<file path="src/rtl/fetch_queue_if.sv">
// fetch_queue_if -- handshake and bus bundle around the instruction fetch queue.
//
// Valid/ready rule for every channel in this bundle: a transfer happens in a
// cycle where valid && ready are both high at the rising clock edge. Once the
// producer raises valid, it must not retract it or change the payload
// until the transfer happens. A redirect is the exception: it withdraws a
// pending request or instruction. imem_resp_* has no ready signal. The fetch
// queue always accepts responses.
//
// Signals:
//   imem_req_valid/ready/addr  fetch request to instruction memory
//   imem_resp_valid/data       in-order instruction words returning from memory
//   redirect_valid/pc          control-flow redirect (flush + restart)
//   inst_valid/ready/inst/pc   instruction channel to decode
//
// Modports:
//   master  the fetch queue itself
//   slave   the environment (memory + decode + redirect source)
interface fetch_queue_if;
  logic        imem_req_valid;
  logic        imem_req_ready;
  logic [31:0] imem_req_addr;
  logic        imem_resp_valid;
  logic [31:0] imem_resp_data;
  logic        redirect_valid;
  logic [31:0] redirect_pc;
  logic        inst_valid;
  logic        inst_ready;
  logic [31:0] inst;
  logic [31:0] inst_pc;

  modport master (
    output imem_req_valid, imem_req_addr, inst_valid, inst, inst_pc,
    input  imem_req_ready, imem_resp_valid, imem_resp_data,
           redirect_valid, redirect_pc, inst_ready
  );

  modport slave (
    input  imem_req_valid, imem_req_addr, inst_valid, inst, inst_pc,
    output imem_req_ready, imem_resp_valid, imem_resp_data,
           redirect_valid, redirect_pc, inst_ready
  );
endinterface

</file>
<file path="src/rtl/fetch_queue.sv">
// fetch_queue -- instruction fetch queue feeding decode.
//
// This block issues sequential word fetches to instruction memory. It keeps the
// returned words and their PCs in an in-order FIFO and hands them to decode
// with a valid/ready handshake. A redirect clears the FIFO and restarts fetch
// at the new PC. Responses that are still in flight at that point are counted
// and dropped when they arrive.
//
// Parameters:
//   DEPTH     FIFO entries (power of two, 2..16). Also caps the total of
//             buffered entries and outstanding fetches.
//   RESET_PC  first fetch address after reset.
//
// Ports:
//   clk, reset       system clock, synchronous active-high reset
//   bus (master)     fetch request/response, redirect and decode channels
//   o_dbg_count      current FIFO occupancy
//   o_dbg_inflight   fetches issued but not yet answered
//   o_dbg_drop       answers still to be discarded after a redirect
//
// Build option:
//   FETCH_QUEUE_BYPASS_EN  A response that meets an empty queue is shown to
//                          decode in the same cycle. Without this macro, every
//                          decode output comes from FIFO registers.
module fetch_queue #(
  parameter int          DEPTH    = 4,
  parameter logic [31:0] RESET_PC = 32'h0000_0000
) (
  input  logic                       clk,
  input  logic                       reset,
  fetch_queue_if.master              bus,
  output logic [$clog2(DEPTH+1)-1:0] o_dbg_count,
  output logic [$clog2(DEPTH+1)-1:0] o_dbg_inflight,
  output logic [$clog2(DEPTH+1)-1:0] o_dbg_drop
);

  localparam int              AW     = (DEPTH > 1) ? $clog2(DEPTH) : 1;
  localparam int              CW     = $clog2(DEPTH + 1);
  localparam logic [CW:0]     L_CAP  = (CW + 1)'(DEPTH);
  localparam logic [CW-1:0]   L_FULL = CW'(DEPTH);

  logic [31:0]   r_fetch_pc;
  logic [31:0]   r_resp_pc;
  logic [31:0]   r_mem_inst [DEPTH];
  logic [31:0]   r_mem_pc   [DEPTH];
  logic [AW-1:0] r_rd_ptr;
  logic [AW-1:0] r_wr_ptr;
  logic [CW-1:0] r_count;
  logic [CW-1:0] r_inflight;
  logic [CW-1:0] r_drop;

  logic [31:0]   w_redirect_pc;
  logic [CW:0]   w_credit_used;
  logic          w_req_valid;
  logic          w_req_fire;
  logic          w_resp_drop;
  logic          w_resp_keep;
  logic          w_bypass;
  logic          w_bypass_take;
  logic          w_inst_valid;
  logic          w_pop;
  logic          w_push;
  logic          w_push_wr;

  assign w_redirect_pc = {bus.redirect_pc[31:2], 2'b00};

  // Credit check: buffered entries plus outstanding fetches never exceed
  // DEPTH, so every response that is not dropped has a free slot waiting.
  assign w_credit_used = {1'b0, r_count} + {1'b0, r_inflight};
  assign w_req_valid   = !reset && !bus.redirect_valid && (w_credit_used < L_CAP);
  assign w_req_fire    = w_req_valid && bus.imem_req_ready;

  // Discard a response if it belongs to the old stream (drop backlog). Also
  // discard one that lands in the cycle of a redirect.
  assign w_resp_drop = bus.imem_resp_valid && (bus.redirect_valid || (r_drop != '0));
  assign w_resp_keep = bus.imem_resp_valid && !w_resp_drop;

`ifdef FETCH_QUEUE_BYPASS_EN
  assign w_bypass = bus.imem_resp_valid && (r_count == '0) && (r_drop == '0) &&
                    !bus.redirect_valid;
`else
  assign w_bypass = 1'b0;
`endif

  assign w_bypass_take = w_bypass && bus.inst_ready;
  assign w_inst_valid  = ((r_count != '0) && !bus.redirect_valid) || w_bypass;
  assign w_pop         = (r_count != '0) && !bus.redirect_valid && bus.inst_ready;
  assign w_push        = w_resp_keep && !w_bypass_take;
  // A push into a full FIFO is never written. The credit check should make it
  // impossible, and the assertion below flags it if it happens.
  assign w_push_wr     = w_push && (r_count != L_FULL);

  assign bus.imem_req_valid = w_req_valid;
  assign bus.imem_req_addr  = r_fetch_pc;
  assign bus.inst_valid     = w_inst_valid;

`ifdef FETCH_QUEUE_BYPASS_EN
  assign bus.inst    = w_bypass ? bus.imem_resp_data : r_mem_inst[r_rd_ptr];
  assign bus.inst_pc = w_bypass ? r_resp_pc          : r_mem_pc[r_rd_ptr];
`else
  assign bus.inst    = r_mem_inst[r_rd_ptr];
  assign bus.inst_pc = r_mem_pc[r_rd_ptr];
`endif

  assign o_dbg_count    = r_count;
  assign o_dbg_inflight = r_inflight;
  assign o_dbg_drop     = r_drop;

  always_ff @(posedge clk) begin
    if (reset) begin
      r_fetch_pc <= RESET_PC;
      r_resp_pc  <= RESET_PC;
      r_rd_ptr   <= '0;
      r_wr_ptr   <= '0;
      r_count    <= '0;
      r_inflight <= '0;
      r_drop     <= '0;
      for (int i = 0; i < DEPTH; i++) begin
        r_mem_inst[i] <= '0;
        r_mem_pc[i]   <= '0;
      end
    end else begin
      // inflight counts every outstanding fetch, dropped or not. No request
      // is issued during a redirect, so this one update covers both cases.
      r_inflight <= r_inflight + CW'(w_req_fire) - CW'(bus.imem_resp_valid);

      if (bus.redirect_valid) begin
        r_fetch_pc <= w_redirect_pc;
        r_resp_pc  <= w_redirect_pc;
        r_rd_ptr   <= '0;
        r_wr_ptr   <= '0;
        r_count    <= '0;
        // Earlier drops are already part of inflight. So after a redirect,
        // every fetch still outstanding belongs to an abandoned stream. That
        // excludes the response arriving now, which is discarded here.
        r_drop     <= r_inflight - CW'(bus.imem_resp_valid);
      end else begin
        if (w_req_fire) begin
          r_fetch_pc <= r_fetch_pc + 32'd4;
        end
        if (w_resp_keep) begin
          r_resp_pc <= r_resp_pc + 32'd4;
        end
        if (w_resp_drop) begin
          r_drop <= r_drop - CW'(1);
        end
        if (w_push_wr) begin
          r_mem_inst[r_wr_ptr] <= bus.imem_resp_data;
          r_mem_pc[r_wr_ptr]   <= r_resp_pc;
          r_wr_ptr             <= r_wr_ptr + AW'(1);
        end
        if (w_pop) begin
          r_rd_ptr <= r_rd_ptr + AW'(1);
        end
        r_count <= r_count + CW'(w_push_wr) - CW'(w_pop);
      end
    end
  end

  a_no_overflow: assert property (@(posedge clk) disable iff (reset)
    !(w_push && (r_count == L_FULL)));

endmodule

</file>
<file path="src/flat_wrapper.sv">
// flat-port wrapper written by rule: the top's interface ports become plain ports
module fetch_queue_flat 
#(
  parameter int          DEPTH    = 4,
  parameter logic [31:0] RESET_PC = 32'h0000_0000
)
  (clk, reset, o_dbg_count, o_dbg_inflight, o_dbg_drop, bus_imem_req_valid, bus_imem_req_addr, bus_inst_valid, bus_inst, bus_inst_pc, bus_imem_req_ready, bus_imem_resp_valid, bus_imem_resp_data, bus_redirect_valid, bus_redirect_pc, bus_inst_ready);
  fetch_queue_if bus_i ();
  input  logic clk;
  input  logic reset;
  output logic [$clog2(DEPTH+1)-1:0] o_dbg_count;
  output logic [$clog2(DEPTH+1)-1:0] o_dbg_inflight;
  output logic [$clog2(DEPTH+1)-1:0] o_dbg_drop;
  output wire logic [$bits(bus_i.imem_req_valid)-1:0] bus_imem_req_valid;
  output wire logic [$bits(bus_i.imem_req_addr)-1:0] bus_imem_req_addr;
  output wire logic [$bits(bus_i.inst_valid)-1:0] bus_inst_valid;
  output wire logic [$bits(bus_i.inst)-1:0] bus_inst;
  output wire logic [$bits(bus_i.inst_pc)-1:0] bus_inst_pc;
  input wire logic [$bits(bus_i.imem_req_ready)-1:0] bus_imem_req_ready;
  input wire logic [$bits(bus_i.imem_resp_valid)-1:0] bus_imem_resp_valid;
  input wire logic [$bits(bus_i.imem_resp_data)-1:0] bus_imem_resp_data;
  input wire logic [$bits(bus_i.redirect_valid)-1:0] bus_redirect_valid;
  input wire logic [$bits(bus_i.redirect_pc)-1:0] bus_redirect_pc;
  input wire logic [$bits(bus_i.inst_ready)-1:0] bus_inst_ready;
  assign bus_imem_req_valid = bus_i.imem_req_valid;
  assign bus_imem_req_addr = bus_i.imem_req_addr;
  assign bus_inst_valid = bus_i.inst_valid;
  assign bus_inst = bus_i.inst;
  assign bus_inst_pc = bus_i.inst_pc;
  assign bus_i.imem_req_ready = bus_imem_req_ready;
  assign bus_i.imem_resp_valid = bus_imem_resp_valid;
  assign bus_i.imem_resp_data = bus_imem_resp_data;
  assign bus_i.redirect_valid = bus_redirect_valid;
  assign bus_i.redirect_pc = bus_redirect_pc;
  assign bus_i.inst_ready = bus_inst_ready;
  fetch_queue #(.DEPTH(DEPTH), .RESET_PC(RESET_PC)) u_core (.clk(clk), .reset(reset), .bus(bus_i), .o_dbg_count(o_dbg_count), .o_dbg_inflight(o_dbg_inflight), .o_dbg_drop(o_dbg_drop));
endmodule
</file>
<file path="config.mk">
export PLATFORM = sky130hd
export DESIGN_NAME = fetch_queue_flat
export DESIGN_NICKNAME = d
export VERILOG_FILES = /design/src/rtl/fetch_queue_if.sv /design/src/rtl/fetch_queue.sv /design/src/flat_wrapper.sv
export SDC_FILE = /design/constraint.sdc
export NUM_CORES = 1
export LEC_CHECK = 0
export ABC_AREA = 1
export BUFFER_PORTS_ARGS = -buffer_cell sky130_fd_sc_hd__buf_2
export CORE_ASPECT_RATIO = 1.25
export CORE_MARGIN = 4
export CORE_UTILIZATION = 55
export CTS_CLUSTER_DIAMETER = 150
export CTS_CLUSTER_SIZE = 8
export DETAILED_ROUTE_END_ITERATION = 7
export PLACE_DENSITY = 0.73
export SKIP_CTS_REPAIR_TIMING = 1
export SYNTH_ARGS = -nofsm -noshare
export SYNTH_HDL_FRONTEND = slang
export SYNTH_SLANG_ARGS = --single-unit
export TNS_END_PERCENT = 30
</file>
<file path="constraint.sdc">
create_clock -name clk -period 7.74 [get_ports clk]
set_input_delay 0.387 -clock clk [delete_from_list [all_inputs] [get_ports clk]]
set_output_delay 0.387 -clock clk [all_outputs]
set_load 0.03 [all_outputs]
</file>
==> flow_metrics.py <==
metrics = {
    "sta": {
        "rsz0062_at_grt": "false",
        "timing.fmax_mhz": 263,
        "slew_headroom_pct": 25.8,
        "timing.final.setup_violations": 0,
        "clock_skew_ns": 0.0190,
        "finalCriticalPeriod_ns": 3.80,
        "slew_violations": 0,
        "post-route-period-util_pct": 49.1,
        "worst-slew-pin-transition_ns": 1.11,
        "finalSetupTns_ns": 0,
        "hold_viol_final": 0,
    },
    "final_layout": {
        "drive_gt1_share_pct": 13.4,
        "syn2layout_area_growth_pct": 15.2,
        "stdcell_count": 2272,
        "final_nets": 1984,
        "insertedDiodeCount": 0,
        "final_common_cell": "nor2_1",
        "fillers": 2305,
        "layout_common_cells": "nor2_1 (423), nand2_1 (249), edfxtp_1 (248)",
    },
    "floorplanning": {
        "fp.dieH_um": 195,
        "num_rows": 68,
        "dieArea_sq_mm": 0.0307,
        "io-pin-count": 177,
        "core-area_sq_mm": 0.0276,
        "die_w_um": 158,
        "initial_utilization_pct": 55.8,
    },
    "power_and_ir_drop": {
        "total_power_w": 0.00421,
        "powerDensity_mw_per_mm2": 238,
        "p_leak_nw": 7.18,
        "vdd_drop_max_mv": 0.184,
    },
    "worst_hold_path": {
        "holdPathStages": 3,
        "hold_path_class": "primary input to register",
        "whs_endpoint": "u_core.r_resp_pc[23]$_SDFFE_PP0P_",
        "hold_start": "bus_redirect_pc[23]",
    },
    "worst_setup_path": {
        "rrSetupSlack_ns": 4.43,
        "arrival_ns": 3.41,
        "start_kind": "register",
        "r2r_cells": 9,
        "max_stage_delay_ns": 0.80,
        "crit_required_ns": 7.35,
        "r2r_end": "u_core.r_mem_pc[0][23]$_SDFFCE_PN0P_",
        "end_kind": "output port",
        "worstPathCellList": "clkinv_2, buf_4, o21ai_0, o22ai_1, buf_2",
        "cpMaxStageDelayCell": "dfxtp_4",
        "reg2reg_from": "u_core.o_dbg_drop[0]$_SDFFE_PP0P_",
        "path_max_fanout": 80,
        "worstSetupPathType": "register to output port",
    },
    "yosys": {
        "synth_area_sq_mm": 0.0154,
        "synthMuxAreaShare_pct": 0,
        "post_synth.cell_area_avg_sq_um": 8.75,
        "ys_seq_area_share_pct": 58.1,
        "synthDistinctLibCells": 36,
        "syn_inst": 1759,
        "synthSimpleGateAreaFrac_pct": 22.3,
        "synth_compound_area_share_pct": 10.9,
        "synth_ff_type": "edfxtp_1",
        "synth_warnings": 0,
        "synthArstFlopShare_pct": 0,
        "synth-edff-count": 248,
        "synthAdderAreaFrac_pct": 1.24,
        "synth_xor_area_share_pct": 0.967,
        "synth_top_family_by_area": "simple AND/OR/NAND/NOR gates",
        "ys_ff_latch": 323,
    },
    "drt": {
        "first_iter_violations": 1166,
        "firstDrtPassIters": 5,
        "ant_nets": 0,
        "drc_errors": 0,
        "routed_wl_mm": 39.7,
        "routedWlPerCell_um": 17.5,
        "via_count": 12799,
        "viasPerCell": 5.63,
    },
    "clock_network": {
        "clockBufferDepth": 3,
        "clk_pin_slew_ns": 0.05,
        "cts_tree": "built",
        "cts_root_buffer": "clkbuf_16",
        "htreeDepth": 2,
        "cts_sinks": 323,
        "clock_latency_ns": 0.53,
        "cts_buffers": 46,
    },
    "global_route": {
        "grt_pass1_vias": 12281,
        "grt_usage_pct": 25.3,
        "grt_pass1_wl_mm": 62.9,
        "antenna_found_initial": 0,
        "gr-total-overflow": 0,
        "grt_max_degree": 98,
    },
    "outcome": {
        "status": "complete, no violations",
    },
    "place": {
        "place_congestion": 0.942,
        "port_buffers": 170,
        "dp.cells": 2202,
        "dp_hpwl_mm": 23.4,
    },
    "run": {
        "cap_violations": 0,
    },
}
-- flip-flops by register name, summed over array words and instances (netlist names), 3 cells and up, named ones only --
| name | cells |
|---|---|
| u_core.bus.imem_req_addr | 30 |
| u_core.o_dbg_count | 3 |
| u_core.o_dbg_drop | 3 |
| u_core.o_dbg_inflight | 3 |
| u_core.r_mem_inst | 128 |
| u_core.r_mem_pc | 120 |
| u_core.r_resp_pc | 30 |
-- layout make-up --
cell class                      instances  area [sq um]  area share, %
Clock buffer                           67          1230           6.94
Clock inverter                          3          43.8          0.247
Inverter                              155           583           3.29
Multi-Input combinational cell       1186          5500           31.0
Sequential cell                       323          8950           50.5
Tap cell                              350           438           2.47
Timing Repair Buffer                  188           986           5.56
-- power breakdown --
group | internal, W | switching [W] | total, W
clock network | 0.00109 | 0.000688 | 0.00177
logic | 0.000116 | 0.000314 | 0.000430
registers | 0.00196 | 0.0000513 | 0.00201
total | 0.00316 | 0.00105 | 0.00421
-- through the flow --
step,instance area [sq um],hold slack [ns],worst slack (ns),utilization (%)
final,17700,0.147,3.94,64.3
after global routing,17700,0.145,3.69,64.3
after CTS,17700,0.124,3.93,64.3
after detailed placement,16500,0.481,4.02,59.7
after global placement,16500,0.468,4.04,59.7
after floorplan,15400,0.456,1.60,-
-- per-layer routing --
layer,share of wire [%],GRT usage [%]
met1,40,33.0
met2,51,44.0
met3,6.9,3.30
met4,2.9,7.62
met5,0,0
-- worst max-delay path: cells and delay by family, from the launching register on --
kind                   cells  cell delay, ns
buffers and inverters      3            1.51
AOI/OAI and AO/OA          2            0.47
DFF                        1            0.80
-- synth_stat cells, types with 2 or more instances --
| cell type | count | area (sq um) |
|---|---|---|
| nor2_1 | 423 | 1590 |
| edfxtp_1 | 248 | 7450 |
| o22ai_1 | 64 | 400 |
| xnor2_1 | 6 | 52.6 |
| nand2_2 | 5 | 31.3 |
| inv_1 | 154 | 578 |
| ha_1 | 12 | 150 |
| nand3_1 | 73 | 365 |
| nor2_2 | 4 | 25.0 |
| xor2_1 | 11 | 96.3 |
| buf_4 | 4 | 30.0 |
| nand2_1 | 253 | 950 |
| nor3_1 | 63 | 315 |
| nand3b_1 | 9 | 67.6 |
| dfxtp_1 | 75 | 1500 |
| and2_1 | 3 | 18.8 |
| a31oi_1 | 9 | 56.3 |
| o211ai_1 | 5 | 37.5 |
| fa_1 | 2 | 40.0 |
| buf_1 | 13 | 48.8 |
| clkbuf_1 | 65 | 244 |
| a21oi_1 | 54 | 270 |
| nand4_1 | 7 | 43.8 |
| o21bai_1 | 2 | 15.0 |
| buf_2 | 16 | 80.1 |
| o21ai_0 | 169 | 846 |
-- worst max path at each step --
| stage | end | slack, ns |
|---|---|---|
| 3_5_place_dp | u_core.r_mem_inst[0][5]$_SDFFCE_PN0P_ | 4.02 |
| 6_report | bus_inst_pc[18] | 3.94 |
| 5_1_grt | bus_inst_pc[27] | 3.69 |
| 3_3_place_gp | u_core.r_mem_inst[0][8]$_SDFFCE_PN0P_ | 4.04 |
| 2_1_floorplan | u_core.r_mem_inst[3][0]$_DFFE_PP_ | 1.60 |
| 4_1_cts | bus_inst_pc[31] | 3.93 |
-- logic make-up (layout without fill, tap and decap cells) --
family / Yosys count / in the layout
and+or+nand+nor: 843 / 843
DFF: 323 / 323
AOI/OAI and AO/OA: 308 / 308
buffers and inverters: 253 / 413
xor gates and xnor gates: 17 / 17
adders and majority gates: 14 / 14
other: 1 / 4
(Power assumes the default switching activity.)
